**config.mk**
```make
export PLATFORM = sky130hd
export DESIGN_NAME = regs_out_port
export DESIGN_NICKNAME = d
export VERILOG_FILES = /design/src/rtl/regs_out_port.sv
export SDC_FILE = /design/constraint.sdc
export NUM_CORES = 1
export LEC_CHECK = 0
export BUFFER_PORTS_ARGS = -buffer_cell sky130_fd_sc_hd__buf_4
export CAP_MARGIN = 20
export CORE_MARGIN = 4
export CORE_UTILIZATION = 55
export CTS_CLUSTER_SIZE = 30
export DETAILED_ROUTE_END_ITERATION = 16
export GPL_TIMING_DRIVEN = 0
export PLACE_DENSITY = 0.9
export SLEW_MARGIN = 40
export SYNTH_ARGS = -nofsm -noshare
export SYNTH_HDL_FRONTEND = slang
export SYNTH_SLANG_ARGS = --single-unit
```
**constraint.sdc**
```tcl
create_clock -name clk -period 2.95 [get_ports clk]
set_clock_uncertainty 0.05 [all_clocks]
set_input_delay 0 -clock clk [delete_from_list [all_inputs] [get_ports clk]]
set_output_delay 0 -clock clk [all_outputs]
set_load 0.03 [all_outputs]
```
**src/rtl/regs_out_port.sv**
```systemverilog
// OUT-instruction output port: samples register-bank entries on OUT/OUTP
// instructions and queues them in a first-word-fall-through FIFO that
// drains over a valid/ready bus.
module regs_out_port #(
    parameter int unsigned DATASIZE = 8,
    parameter int unsigned REGSIZE  = 4,
    parameter int unsigned DEPTH    = 4
) (
    input  logic                      clk,
    input  logic                      rst,
    input  logic [7:0]                instr,
    input  logic                      instr_valid,
    output logic                      instr_ready,
    input  logic [REGSIZE-1:0]        reg0,
    input  logic [REGSIZE-1:0]        reg1,
    output logic [DATASIZE-1:0]       data_out,
    output logic                      out_sel,
    output logic                      out_valid,
    input  logic                      out_ready,
    output logic [$clog2(DEPTH):0]    count
);

    localparam int unsigned PtrW = $clog2(DEPTH);
    localparam int unsigned CntW = PtrW + 1;

    localparam logic [2:0] OpOut  = 3'b111;
    localparam logic [2:0] OpOutp = 3'b101;

    localparam logic [0:0] StIdle  = 1'b0;
    localparam logic [0:0] StPair2 = 1'b1;

    logic [0:0]         state_q, state_d;
    logic [REGSIZE-1:0] hold_q, hold_d;
    logic [PtrW-1:0]    wr_ptr_q, rd_ptr_q;
    logic [CntW-1:0]    count_q, count_d;

    logic [REGSIZE-1:0] mem_data_q [DEPTH];
    logic               mem_sel_q  [DEPTH];

    logic               not_full;
    logic               accept;
    logic               pop;
    logic               push;
    logic               push_sel;
    logic [REGSIZE-1:0] push_data;

    assign not_full    = count_q < CntW'(DEPTH);
    assign instr_ready = (state_q == StIdle) && not_full;
    assign accept      = instr_valid && instr_ready;
    assign out_valid   = (count_q != '0);
    assign pop         = out_valid && out_ready;
    assign count       = count_q;

    // Head is masked while empty so the bus reads zero after reset.
    assign data_out = out_valid ? DATASIZE'(mem_data_q[rd_ptr_q]) : '0;
    assign out_sel  = out_valid ? mem_sel_q[rd_ptr_q] : 1'b0;

    // Instruction decode and pair sequencing; selects the push source.
    always_comb begin
        push      = 1'b0;
        push_sel  = 1'b0;
        push_data = '0;
        state_d   = state_q;
        hold_d    = hold_q;
        if (state_q == StIdle) begin
            if (accept) begin
                if (instr[7:5] == OpOut) begin
                    push      = 1'b1;
                    push_sel  = instr[0];
                    push_data = instr[0] ? reg1 : reg0;
                end else if (instr[7:5] == OpOutp) begin
                    push      = 1'b1;
                    push_sel  = 1'b0;
                    push_data = reg0;
                    hold_d    = reg1;
                    state_d   = StPair2;
                end
            end
        end else begin
            // A same-cycle pop frees the slot this beat lands in.
            if (not_full || pop) begin
                push      = 1'b1;
                push_sel  = 1'b1;
                push_data = hold_q;
                state_d   = StIdle;
            end
        end
    end

    // Occupancy follows push/pop; simultaneous push and pop cancel.
    always_comb begin
        unique case ({push, pop})
            2'b10:   count_d = count_q + CntW'(1);
            2'b01:   count_d = count_q - CntW'(1);
            default: count_d = count_q;
        endcase
    end

    // Control state, hold register, pointers and count.
    always_ff @(posedge clk or negedge rst) begin
        if (!rst) begin
            state_q  <= StIdle;
            hold_q   <= '0;
            wr_ptr_q <= '0;
            rd_ptr_q <= '0;
            count_q  <= '0;
        end else begin
            state_q <= state_d;
            hold_q  <= hold_d;
            count_q <= count_d;
            if (push) begin
                wr_ptr_q <= wr_ptr_q + PtrW'(1);
            end
            if (pop) begin
                rd_ptr_q <= rd_ptr_q + PtrW'(1);
            end
        end
    end

    // FIFO storage; contents are don't-care until written.
    always_ff @(posedge clk) begin
        if (push) begin
            mem_data_q[wr_ptr_q] <= push_data;
            mem_sel_q[wr_ptr_q]  <= push_sel;
        end
    end

endmodule

```
==> impl_summary.txt, run 1 <==
----------------------------------------------------
[Status]
  Status ... completed

[Layout]
  Layout filler cell count ... ~170
  Antenna cell count ... 0
  Share of layout cells above drive strength 1 ... 0.347
  Design area ... about 0.0019 mm^2
  Register area ... roughly 900 um^2
  Final std cells w/o fill ... between 150 and 200
  Area used by multi-input combinational logic ... 561 um^2
  Nets ... ~170
  Area Growth Syn to Fin ... 24.5%

[Timing]
  Hold violation count in the final report ... 0
  Setup violation total in the final timing report ... 0
  TNS Setup ... 0 ns
  Transition at the pin with the smallest max-transition slack ... around 0.57 ns
  Fmax achieved ... ~460 MHz
  Rel. slew slack ... 0.618
  Final Critical Period ... between 2 and 2.5 ns
  Setup repair after global routing missed its margin ... false
  Ratio of final minimum period to clock period ... 0.731
  Final critical-path setup slack ... a little under 0.8 ns
  Fin. max-slew vios ... 0

[Clock tree]
  Max Buffers Root-to-Sink ... 2
  Worst-path clk slew ... 0.09 ns
  TritonCTS clock tree ... yes
  Insertion delay of the later-clocked pin in the worst-skew pair ... around 0.32 ns
  Total CTS buffers ... 5
  Number of gates given a new drive strength after cts ... 0
  Number of sinks driven by the clock tree ... 32
  Buffer type at the clock tree root ... sky130_fd_sc_hd__clkbuf_4
  Number of hold buffers added after cts ... 8
  Number of buffers inserted by post-CTS setup repair ... 0
  H-Tree Level Count ... 2

[Synth]
  Flip-flop cell with the highest count after synthesis ... sky130_fd_sc_hd__edfxtp_1
  Most frequent cells after synthesis ... sky130_fd_sc_hd__edfxtp_1, sky130_fd_sc_hd__dfrtp_1, sky130_fd_sc_hd__and2_1
  Yosys warnings ... 0
  Cell with the most instances after synthesis ... sky130_fd_sc_hd__edfxtp_1
  Mean cell area of the mapped netlist ... 14.9 um^2
  Distinct cell type count of the synthesized netlist ... 30
  Post-synthesis cell count ... a little over 100
  Synth async-reset ratio ... 0.375
  Number of synthesized flops with an enable pin ... 20
  Post-synthesis sequential element count ... 32
  Netlist area before placement ... ~0.0015 mm^2
  Top cell type's share of synthesized area ... 0.392
  Main area contributors after synthesis ... sky130_fd_sc_hd__edfxtp_1, sky130_fd_sc_hd__dfrtp_1, sky130_fd_sc_hd__mux4_2
  Sequential-to-total area share from yosys stat ... 0.588
  Cell type with the largest total area after synthesis ... sky130_fd_sc_hd__edfxtp_1

[Setup path]
  Startpoint kind of the worst setup timing path ... register
  Highest net fanout along the worst path ... 8
  FF-to-FF Start ... count[2]
  Crit path arrival time ... ~2.3 ns
  Cell mode on critical path ... sky130_fd_sc_hd__xor2_1
  Slowest stage cell on the critical path ... sky130_fd_sc_hd__dfrtp_1
  Worst setup path class ... reg2reg
  Terminus of the critical flop-to-flop path ... count[2]
  Worst endpoint required time ... between 3 and 4 ns
  Kind of cell with the highest combined delay on the critical path ... simple AND/OR/NAND/NOR gates
  Critical path's largest stage delay ... 0.48 ns
  Ordered cell list for the critical path ... or3_1 > buf_6 > and2_4 > ha_1 > inv_1 > fa_1 > xor2_1 > nor2_1 > xor2_1
  Reg2reg path depth ... 9
  Number of buffer and inverter instances along the worst setup path ... 2
  FF-to-FF setup slack ... roughly 0.79 ns
  Critical Path Sink Type ... register

[Placement]
  Final weighted congestion of routability-driven global placement ... 0.715
  Setup Slack @ Placement ... about 0.82 ns
  DP HPWL ... ~2100 um
  Input/output buffers ... 25
  Placed Cells ... approximately 160
  Post-Place Cell Area ... approximately 0.0018 mm^2

[Global routing]
  Global-route wire length before repair ... approximately 4700 um
  GR Overflow Total ... 0
  Antenna violations before repair ... 0
  Via count of the first global-routing pass ... about 980
  Overall track demand over capacity in global routing ... 0.186
  Maximum number of pins on one net before global-route repair ... 13

[Routing]
  Number of antenna-violating nets in the routed design ... 0
  Initial DRC Count ... 29
  Met1 wire length ... approximately 1100 um
  Detailed-route via count ... 956
  Met2 layer wire length in the routed design ... 1510 um
  Count of unresolved DRC violations after routing ... 0
  Routed wire length ... between 2000 and 3000 um
  Routed length per instance ... between 15 and 20 um
  Uppermost signal routing layer after detailed routing ... met4
  Detailed route wirelength on metal3 ... 188 um
  Post-DR vias/cell ... between 5 and 6
  Iteration count of the initial detailed-routing pass ... 4

[Die]
  Area of the core ... around 0.0026 mm^2
  Initial Util ... 0.597
  Number of ports placed on the die boundary ... 34
  Y dimension of the die ... 60.8 um
  Overall die area ... about 0.0037 mm^2
  Number of placement rows ... 18
  Die X-Extent ... roughly 60 um

[Power and ir drop]
  Ratio of total power to cell area ... roughly 880 mW/mm^2
  IR Drop Worst-Case VDD ... just over 0.6 mV
  Pleak ... ~0.00082 uW

[Worst hold path]
  Beginning of the worst hold path ... instr_valid
  WHS Endpoint ... hold_q[3]
  Cell depth of the worst hold path ... 3
  Hold Path Class ... in2reg

[Run]
  Max-cap check violation count ... 0

----------------------------------------------------
[layout by cell type (no fill, tap or decap), types with 2 or more instances in the layout]
master,n
sky130_fd_sc_hd__o2bb2ai_1,4
sky130_fd_sc_hd__dfrtp_1,12
sky130_fd_sc_hd__clkbuf_4,5
sky130_fd_sc_hd__ha_1,5
sky130_fd_sc_hd__nor2_1,2
sky130_fd_sc_hd__xor2_1,3
sky130_fd_sc_hd__inv_1,7
sky130_fd_sc_hd__mux2i_1,5
sky130_fd_sc_hd__edfxtp_1,20
sky130_fd_sc_hd__conb_1,4
sky130_fd_sc_hd__mux2_2,5
sky130_fd_sc_hd__mux4_2,5
sky130_fd_sc_hd__buf_6,2
sky130_fd_sc_hd__buf_4,29
sky130_fd_sc_hd__dlygate4sd3_1,8
sky130_fd_sc_hd__xnor2_1,3
sky130_fd_sc_hd__nand2_1,3
sky130_fd_sc_hd__clkbuf_1,2
sky130_fd_sc_hd__and2_1,8
[layer usage]
metal | vias to the layer above | global-route usage
met1 | 465 | 0.223
met4 | 0 | 0.0619
li1 | 449 | -
met5 | - | 0
met2 | 38 | 0.319
met3 | 4 | 0.0596
[report_power, final]
part	leakage [uW]	switching [uW]	total, uW	internal [uW]
registers	0.000331	69.7	652	583
logic	0.000460	419	781	361
clock network	0.0000329	140	254	114
[layout make-up]
cell class | count | area share
well taps | 30 | 0.0197
repair buffers | 33 | 0.140
clock buffers | 7 | 0.0289
plain buffers | 7 | 0.0295
clock inverters | 1 | 0.00197
multi-input cells | 60 | 0.294
flip-flops and latches | 32 | 0.472
inverters | 7 | 0.0138
[worst register-to-register path, cell delays in order (launching register included)]
cell and delay [ns]:
sky130_fd_sc_hd__dfrtp_1 0.48, sky130_fd_sc_hd__or3_1 0.36, sky130_fd_sc_hd__buf_6 0.15, sky130_fd_sc_hd__and2_4 0.16
sky130_fd_sc_hd__ha_1 0.22, sky130_fd_sc_hd__inv_1 0.08, sky130_fd_sc_hd__fa_1 0.18, sky130_fd_sc_hd__xor2_1 0.16
sky130_fd_sc_hd__nor2_1 0.07, sky130_fd_sc_hd__xor2_1 0.14
[cell families after synthesis]
logic type               count (synthesis)  share of synthesized area
adder cells (fa/ha/maj)                  6                     0.0539
AND/OR/NAND/NOR                         21                     0.0865
buffers and inverters                   14                     0.0539
AO/OA/AOI/OAI                            8                     0.0384
XOR/XNOR                                 6                     0.0343
multiplexers                            15                      0.143
other                                    1                    0.00245
flip-flops                              32                      0.588
[worst max path at each step]
stage / start / endpoint / slack [ns] / depth (start not counted)
floorplan: count[2] / count[2] / 0.78 / 9
global placement: count[2] / count[2] / 0.90 / 9
detailed placement: count[2] / count[2] / 0.82 / 9
CTS: count[2] / count[2] / 0.80 / 9
global route: state_q / count[2] / 0.63 / 9
finish: count[2] / count[2] / 0.79 / 9
[registers in the layout (all words and copies together) (netlist names)]
register / count
state_q: 1
rd_ptr_q: 2
mem_data_q: 16
count: 3
hold_q: 4
wr_ptr_q: 2
mem_sel_q: 4
[metrics by stage]
stage / utilization / hold slack (ns) / total power, uW
6_report: 0.743 / 0.0665 / 1690
5_1_grt: 0.743 / 0.0588 / 1800
4_1_cts: 0.743 / 0.0600 / 1700
3_5_place_dp: 0.689 / -0.198 / 1440
3_3_place_gp: 0.689 / -0.203 / 1400
2_1_floorplan: - / -0.346 / 1200
No activity file was read; power rests on OpenSTA's default activity.
==> run 2, diff against run 1 <==
CORE_UTILIZATION = 48   (was 55)
PLACE_DENSITY = 0.84   (was 0.9)
clock period = 1.74 ns   (was 2.95 ns; I/O delays follow)
==> run 2 against run 1 <==
Effect of this change: cell count up 14%; critical path depth unchanged; the flow now finishes with violations (setup timing); critical path type unchanged; design area up 11%; combinational power up 100%; register-to-register slack worse by 0.95 ns; global-route usage fell by 2.3 points; clock power increased by 110%; first-iteration DRC count up 24%; die area up 13%.
==> impl_summary.txt, run 2 (synthesized netlist as in run 1, its figures left out) <==
----------------------------------------------------
[Timing]
  Hold violation count in the final report ... 0 (unchanged)
  TNS Setup ... -0.255 ns (-0.255 ns)
  Final critical-path setup slack ... -0.153 ns (-0.946 ns)
  Setup violation total in the final timing report ... 2 (+2)
  Fin. max-slew vios ... 0 (unchanged)
  Final Critical Period ... 1.89 ns (-0.264 ns)
  Transition at the pin with the smallest max-transition slack ... 0.601 ns (+0.0295 ns)
  Rel. slew slack ... 0.598 (-0.0197)
  Ratio of final minimum period to clock period ... 1.09 (+0.357)
  Setup repair after global routing missed its margin ... true
  Fmax achieved ... 528 MHz (+14%)

[Layout]
  Most frequent standard cell in the layout excluding fill and tap cells ... sky130_fd_sc_hd__buf_4
  Layout filler cell count ... 223 (+33%)
  Flip-flop count of the largest register, all copies and words added ... 16 (unchanged)
  Registers with the highest flip-flop counts ... mem_data_q (16), hold_q (4), mem_sel_q (4)
  Area used by multi-input combinational logic ... 624 um^2 (+11%)
  Nets ... 183 (+6.4%)
  Commonest non-fill, non-tap cells in the layout ... sky130_fd_sc_hd__buf_4, sky130_fd_sc_hd__edfxtp_1, sky130_fd_sc_hd__dlygate4sd3_1
  Area Growth Syn to Fin ... 38.4%
  Register bank with the most flops ... mem_data_q
  Final core area utilization ... 0.695 (-0.0485)
  Final std cells w/o fill ... 202 (+14%)
  Share of layout cells above drive strength 1 ... 0.475 (+0.128)
  Register area ... 905 um^2 (+0.42%)
  Antenna cell count ... 0 (unchanged)

[Die]
  Number of ports placed on the die boundary ... 34 (unchanged)
  Area of the core ... 0.00305 mm^2 (+19%)
  Die X-Extent ... 64.5 um (+6.1%)
  Initial Util ... 0.502 (-0.0949)
  Y dimension of the die ... 64.5 um (+6.1%)
  Number of placement rows ... 20 (+2)
  Overall die area ... 0.00416 mm^2 (+13%)

[Clock tree]
  Number of sinks driven by the clock tree ... 32 (unchanged)
  Buffer type at the clock tree root ... sky130_fd_sc_hd__clkbuf_4
  Max Buffers Root-to-Sink ... 2 (unchanged)
  Worst-path clk slew ... 0.10 ns (about the same)
  Insertion delay of the later-clocked pin in the worst-skew pair ... 0.33 ns (about the same)
  H-Tree Level Count ... 2 (unchanged)
  Total CTS buffers ... 5 (unchanged)
  TritonCTS clock tree ... yes

[Global routing]
  Overall track demand over capacity in global routing ... 0.163 (-0.0229)
  Global-route wire length before repair ... 4970 um (+5.9%)
  Via count of the first global-routing pass ... 1065 (+8.6%)
  Antenna violations before repair ... 0 (unchanged)
  Maximum number of pins on one net before global-route repair ... 13 (unchanged)
  GR Overflow Total ... 0 (unchanged)

[Routing]
  Routed length per instance ... 15.2 um (-5.4%)
  Routed wire length ... 3060 um (+7.9%)
  Detailed-route via count ... 994 (+4.0%)
  Post-DR vias/cell ... 4.92 (-8.9%)
  Iteration count of the initial detailed-routing pass ... 3 (-1)
  Initial DRC Count ... 36 (+24%)
  Number of antenna-violating nets in the routed design ... 0 (unchanged)
  Count of unresolved DRC violations after routing ... 0 (unchanged)

[Status]
  Failing checks ... setup timing
  Status ... complete, but fails checks

[Setup path]
  Crit path arrival time ... 2.10 ns (-0.22 ns)
  Critical path's largest stage delay ... 0.45 ns (-0.03 ns)
  FF-to-FF setup slack ... -0.15 ns (-0.95 ns)
  Ordered cell list for the critical path ... a31oi_4 > o21ai_4 > inv_2 > ha_4 > inv_4 > fa_2 > xor2_1 > nor2_1 > xor2_1
  Slowest stage cell on the critical path ... sky130_fd_sc_hd__dfrtp_1
  Highest net fanout along the worst path ... 4 (-4)
  Startpoint kind of the worst setup timing path ... register
  Cell mode on critical path ... sky130_fd_sc_hd__xor2_1
  Critical Path Sink Type ... register
  Kind of cell with the highest combined delay on the critical path ... adder cells
  Worst endpoint required time ... 1.94 ns (-1.17 ns)
  Worst setup path class ... reg2reg
  Number of buffer and inverter instances along the worst setup path ... 2 (unchanged)

[Power and ir drop]
  Pleak ... 0.000905 uW (+9.9%)
  Ratio of total power to cell area ... 1530 mW/mm^2 (+73%)
  Final Power ... 3250 uW (+93%)
  IR Drop Worst-Case VDD ... 0.890 mV (+43%)

[Placement]
  Final weighted congestion of routability-driven global placement ... 0.771 (+7.8%)
  Input/output buffers ... 25 (unchanged)
  Setup Slack @ Placement ... -0.254 ns (-1.08 ns)
  DP HPWL ... 2000 um (-4.5%)
  Placed Cells ... 175 (+8.7%)

[Worst hold path]
  Hold Path Class ... in2reg

[Run]
  Max-cap check violation count ... 0 (unchanged)

----------------------------------------------------
-- run 2: cell count changes in the layout (fill, tap and decap cells not counted), sizes merged --
cell         before  now
bufinv            0    1
clkinv            1    2
dlygate4sd3       8   11
clkbuf            8    5
buf              31   40
-- run 2: metrics by stage --
stage	hold WS, ns	cell area, um^2
2_1_floorplan	-0.346	1560
3_3_place_gp	-0.204	1810
3_5_place_dp	-0.198	1810
4_1_cts	0.0425	2060
5_1_grt	0.0946	2120
6_report	0.0862	2120
-- run 2: cell type report --
cell class / instances / share of cell area
timing repair buffer: 46 / 0.185
multi-input combinational: 60 / 0.294
clock inverter: 3 / 0.0177
inverter: 7 / 0.0136
buffer: 5 / 0.0195
sequential: 32 / 0.427
clock buffer: 5 / 0.0177
tap: 44 / 0.0260
-- run 2: worst register-to-register path, stage by stage, from the launching register on --
cell and delay (ns):
sky130_fd_sc_hd__dfrtp_1 0.45, sky130_fd_sc_hd__a31oi_4 0.19, sky130_fd_sc_hd__o21ai_4 0.10, sky130_fd_sc_hd__inv_2 0.07, sky130_fd_sc_hd__ha_4 0.14, sky130_fd_sc_hd__inv_4 0.03, sky130_fd_sc_hd__fa_2 0.37, sky130_fd_sc_hd__xor2_1 0.16
sky130_fd_sc_hd__nor2_1 0.11, sky130_fd_sc_hd__xor2_1 0.15
-- run 2: what timing repair did --
item                                    4_1_cts  5_1_grt
endpoints found under the setup margin        4       11
gates resized for setup                       6       12
hold buffers                                 11        0
endpoints found under the hold margin        18        0
setup buffers                                 7        3
pin swaps                                     5       11
-- run 2: path summary, 6_finish.rpt --
| path | to | from | cells after the start |
|---|---|---|---|
| worst min register to register | hold_q[2] | hold_q[2] | 1 |
| worst min-delay path | rd_ptr_q[0] | out_ready | 4 |
| worst max-delay path | count[2] | state_q | 9 |
| min in group asynchronous | rd_ptr_q[0] | rst | 3 |
| worst max register to register | count[2] | state_q | 9 |
| max in group asynchronous | count[2] | rst | 3 |
-- run 2: power by group --
group	internal (uW)	leakage, uW	switching (uW)
combinational	816	0.000537	781
sequential	995	0.000328	121
clock	293	0.0000403	242
-- run 2: layer usage --
metal	part of all wire	vias to the layer above	wire, um	track usage
met3	0.042	10	129	0.0381
li1	-	470	-	-
met2	0.54	27	1660	0.285
met5	0	-	0	0
met4	0.026	0	79	0.0792
met1	0.39	487	1190	0.189
==> run 3, diff against run 2 <==
CORE_UTILIZATION = 45   (was 48)
GPL_ROUTABILITY_DRIVEN = 0   (was not set)
PLACE_DENSITY = 0.8   (was 0.84)
==> run 3 against run 2 <==
Effect of this change: the flow still finishes with violations (setup timing); maximum frequency shrank 4.4%; first-iteration DRC count shrank 5.6%; hold slack worse by 0.017 ns; power decreased by 3.0%; global-route usage is 1.1 points lower; flip-flop and latch count unchanged; sequential power about the same; non-clock buffer count increased by 4; core utilization decreased by 1.6 points; sequential share of layout area down 0.34 points; critical path depth is 1 lower.
==> impl_summary.txt, run 3 (synthesized netlist as in run 1, its figures left out) <==
----------------------------------------------------
[Status]
  Status ... complete, but fails checks
  Failing checks ... setup timing

[Routing]
  Iteration count of the initial detailed-routing pass ... 4 (+1)
  Number of antenna-violating nets in the routed design ... 0 (unchanged)
  Routed length per instance ... 15.4 um (+1.8%)
  Detailed-route via count ... 978 (-1.6%)
  Count of unresolved DRC violations after routing ... 0 (unchanged)
  Routed wire length ... 3180 um (+3.9%)
  Post-DR vias/cell ... 4.75 (-3.5%)
  Initial DRC Count ... 34 (-5.6%)

[Setup path]
  FF-to-FF setup slack ... -0.24 ns (-0.09 ns)
  Slowest stage cell on the critical path ... sky130_fd_sc_hd__dfrtp_2
  Reg2reg path depth ... 8 (-1)
  Critical path's largest stage delay ... 0.44 ns (about the same)
  Crit path arrival time ... 2.17 ns (+0.07 ns)
  Ordered cell list for the critical path ... or3_4 > and2_4 > ha_4 > inv_2 > fa_2 > xor2_1 > nor2_1 > xor2_1
  Worst endpoint required time ... 1.93 ns (about the same)
  Cell mode on critical path ... sky130_fd_sc_hd__xor2_1
  Terminus of the critical flop-to-flop path ... count[2]
  FF-to-FF Start ... count[1]
  Highest net fanout along the worst path ... 3 (-1)
  Startpoint kind of the worst setup timing path ... register
  Critical Path Sink Type ... register
  Worst setup path class ... reg2reg

[Timing]
  Fin. max-slew vios ... 0 (unchanged)
  Ratio of final minimum period to clock period ... 1.14 (+0.0502)
  Fmax achieved ... 505 MHz (-4.4%)
  TNS Setup ... -0.367 ns (-0.112 ns)
  Setup repair after global routing missed its margin ... true
  Final Critical Period ... 1.98 ns (+0.0874 ns)
  Final critical-path setup slack ... -0.241 ns (-0.0874 ns)
  Rel. slew slack ... 0.639 (+0.0411)
  Hold violation count in the final report ... 0 (unchanged)
  Transition at the pin with the smallest max-transition slack ... 0.539 ns (-0.0614 ns)
  WHS ... 0.0697 ns (-0.0165 ns)
  Setup violation total in the final timing report ... 2 (unchanged)

[Layout]
  Registers with the highest flip-flop counts ... mem_data_q (16), hold_q (4), mem_sel_q (4)
  Share of layout cells above drive strength 1 ... 0.488 (+0.0130)
  Final std cells w/o fill ... 206 (+2.0%)
  Nets ... 187 (+2.2%)
  Layout filler cell count ... 234 (+4.9%)
  Antenna cell count ... 0 (unchanged)
  Area Growth Syn to Fin ... 39.7%
  Flip-flop count of the largest register, all copies and words added ... 16 (unchanged)
  Commonest non-fill, non-tap cells in the layout ... sky130_fd_sc_hd__buf_4, sky130_fd_sc_hd__edfxtp_1, sky130_fd_sc_hd__dlygate4sd3_1
  Register bank with the most flops ... mem_data_q
  Most frequent standard cell in the layout excluding fill and tap cells ... sky130_fd_sc_hd__buf_4

[Die]
  Y dimension of the die ... 66.4 um (+2.9%)
  Number of placement rows ... 20 (unchanged)
  Overall die area ... 0.00440 mm^2 (+5.8%)
  Initial Util ... 0.486 (-0.0159)
  Die X-Extent ... 66.4 um (+2.9%)
  Number of ports placed on the die boundary ... 34 (unchanged)
  Area of the core ... 0.00315 mm^2 (+3.3%)

[Clock tree]
  TritonCTS clock tree ... yes
  Number of sinks driven by the clock tree ... 32 (unchanged)
  Buffer type at the clock tree root ... sky130_fd_sc_hd__clkbuf_4
  H-Tree Level Count ... 2 (unchanged)
  Max Buffers Root-to-Sink ... 2 (unchanged)
  Insertion delay of the later-clocked pin in the worst-skew pair ... 0.34 ns (about the same)
  Total CTS buffers ... 5 (unchanged)
  Worst-path clk slew ... 0.11 ns (about the same)

[Power and ir drop]
  Pleak ... 0.000911 uW (+0.62%)
  IR Drop Worst-Case VDD ... 0.628 mV (-29%)
  Ratio of total power to cell area ... 1470 mW/mm^2 (-3.9%)

[Global routing]
  Overall track demand over capacity in global routing ... 0.153 (-0.0108)
  GR Overflow Total ... 0 (unchanged)
  Via count of the first global-routing pass ... 1027 (-3.6%)
  Global-route wire length before repair ... 4830 um (-2.8%)
  Maximum number of pins on one net before global-route repair ... 13 (unchanged)
  Antenna violations before repair ... 0 (unchanged)

[Placement]
  Setup Slack @ Placement ... -0.281 ns (-0.0273 ns)
  Input/output buffers ... 25 (unchanged)
  Placed Cells ... 175 (unchanged)
  DP HPWL ... 2010 um (+0.90%)

[Worst hold path]
  Cell depth of the worst hold path ... 3 (-1)
  Hold Path Class ... in2reg
  Beginning of the worst hold path ... reg0[1]
  WHS Endpoint ... mem_data_q[1][1]

[Run]
  Max-cap check violation count ... 0 (unchanged)

----------------------------------------------------
run 3: cell count changes in the layout (fill, tap and decap cells not counted), sizes merged:
| cell | change |
|---|---|
| bufinv | -1 |
| buf | +4 |
| clkinv | -1 |
| clkbuf | +2 |
run 3: worst max-delay path by stage:
stage                     slack, ns  startpoint       end
after CTS                     -0.19    count[2]  count[2]
after global placement        -0.24    count[0]  count[2]
after floorplan               -0.31    count[0]  count[2]
final                         -0.24    count[1]  count[2]
after detailed placement      -0.28     state_q  count[2]
after global routing          -0.29    count[1]  count[2]
run 3: critical path, delay by kind of cell (launching register included):
kind,cells,cell delay (ns)
flops,1,0.44
xor+xnor,2,0.32
simple gates,3,0.64
buf+inv,1,0.06
fa+ha+maj,2,0.37
run 3: repair_timing:
item | in CTS | in global routing
endpoints found under the hold margin | 18 | 0
buffers inserted | 7 | 7
setup endpoints to repair | 4 | 27
hold buffers | 11 | 0
resized for setup | 8 | 12
pin swaps | 6 | 7
run 3: through the flow:
step           utilization  area [um^2]  power, uW
2_1_floorplan            -         1560       2060
3_3_place_gp         0.573         1810       2400
3_5_place_dp         0.573         1810       2450
4_1_cts              0.648         2040       3040
5_1_grt              0.679         2140       3330
6_report             0.679         2140       3150
run 3: report_power, final:
part           total [uW]  switching (uW)  internal [uW]
clock network         408             253            155
registers            1130             131            995
logic                1620             785            830
run 3: final cells by class:
| type | instances | area, um^2 | area share |
|---|---|---|---|
| buffer | 5 | 41.3 | 0.0193 |
| clock inverter | 1 | 3.75 | 0.00175 |
| clock buffer | 7 | 45.0 | 0.0210 |
| inverter | 7 | 26.3 | 0.0123 |
| timing repair buffer | 50 | 422 | 0.197 |
| sequential | 32 | 906 | 0.423 |
| tap | 44 | 55.1 | 0.0257 |
| multi-input combinational | 60 | 642 | 0.300 |
run 3: layer usage:
layer  share of wire  track usage
met3           0.051       0.0493
met4           0.016       0.0685
met1            0.41        0.180
met5               0            0
met2            0.53        0.252
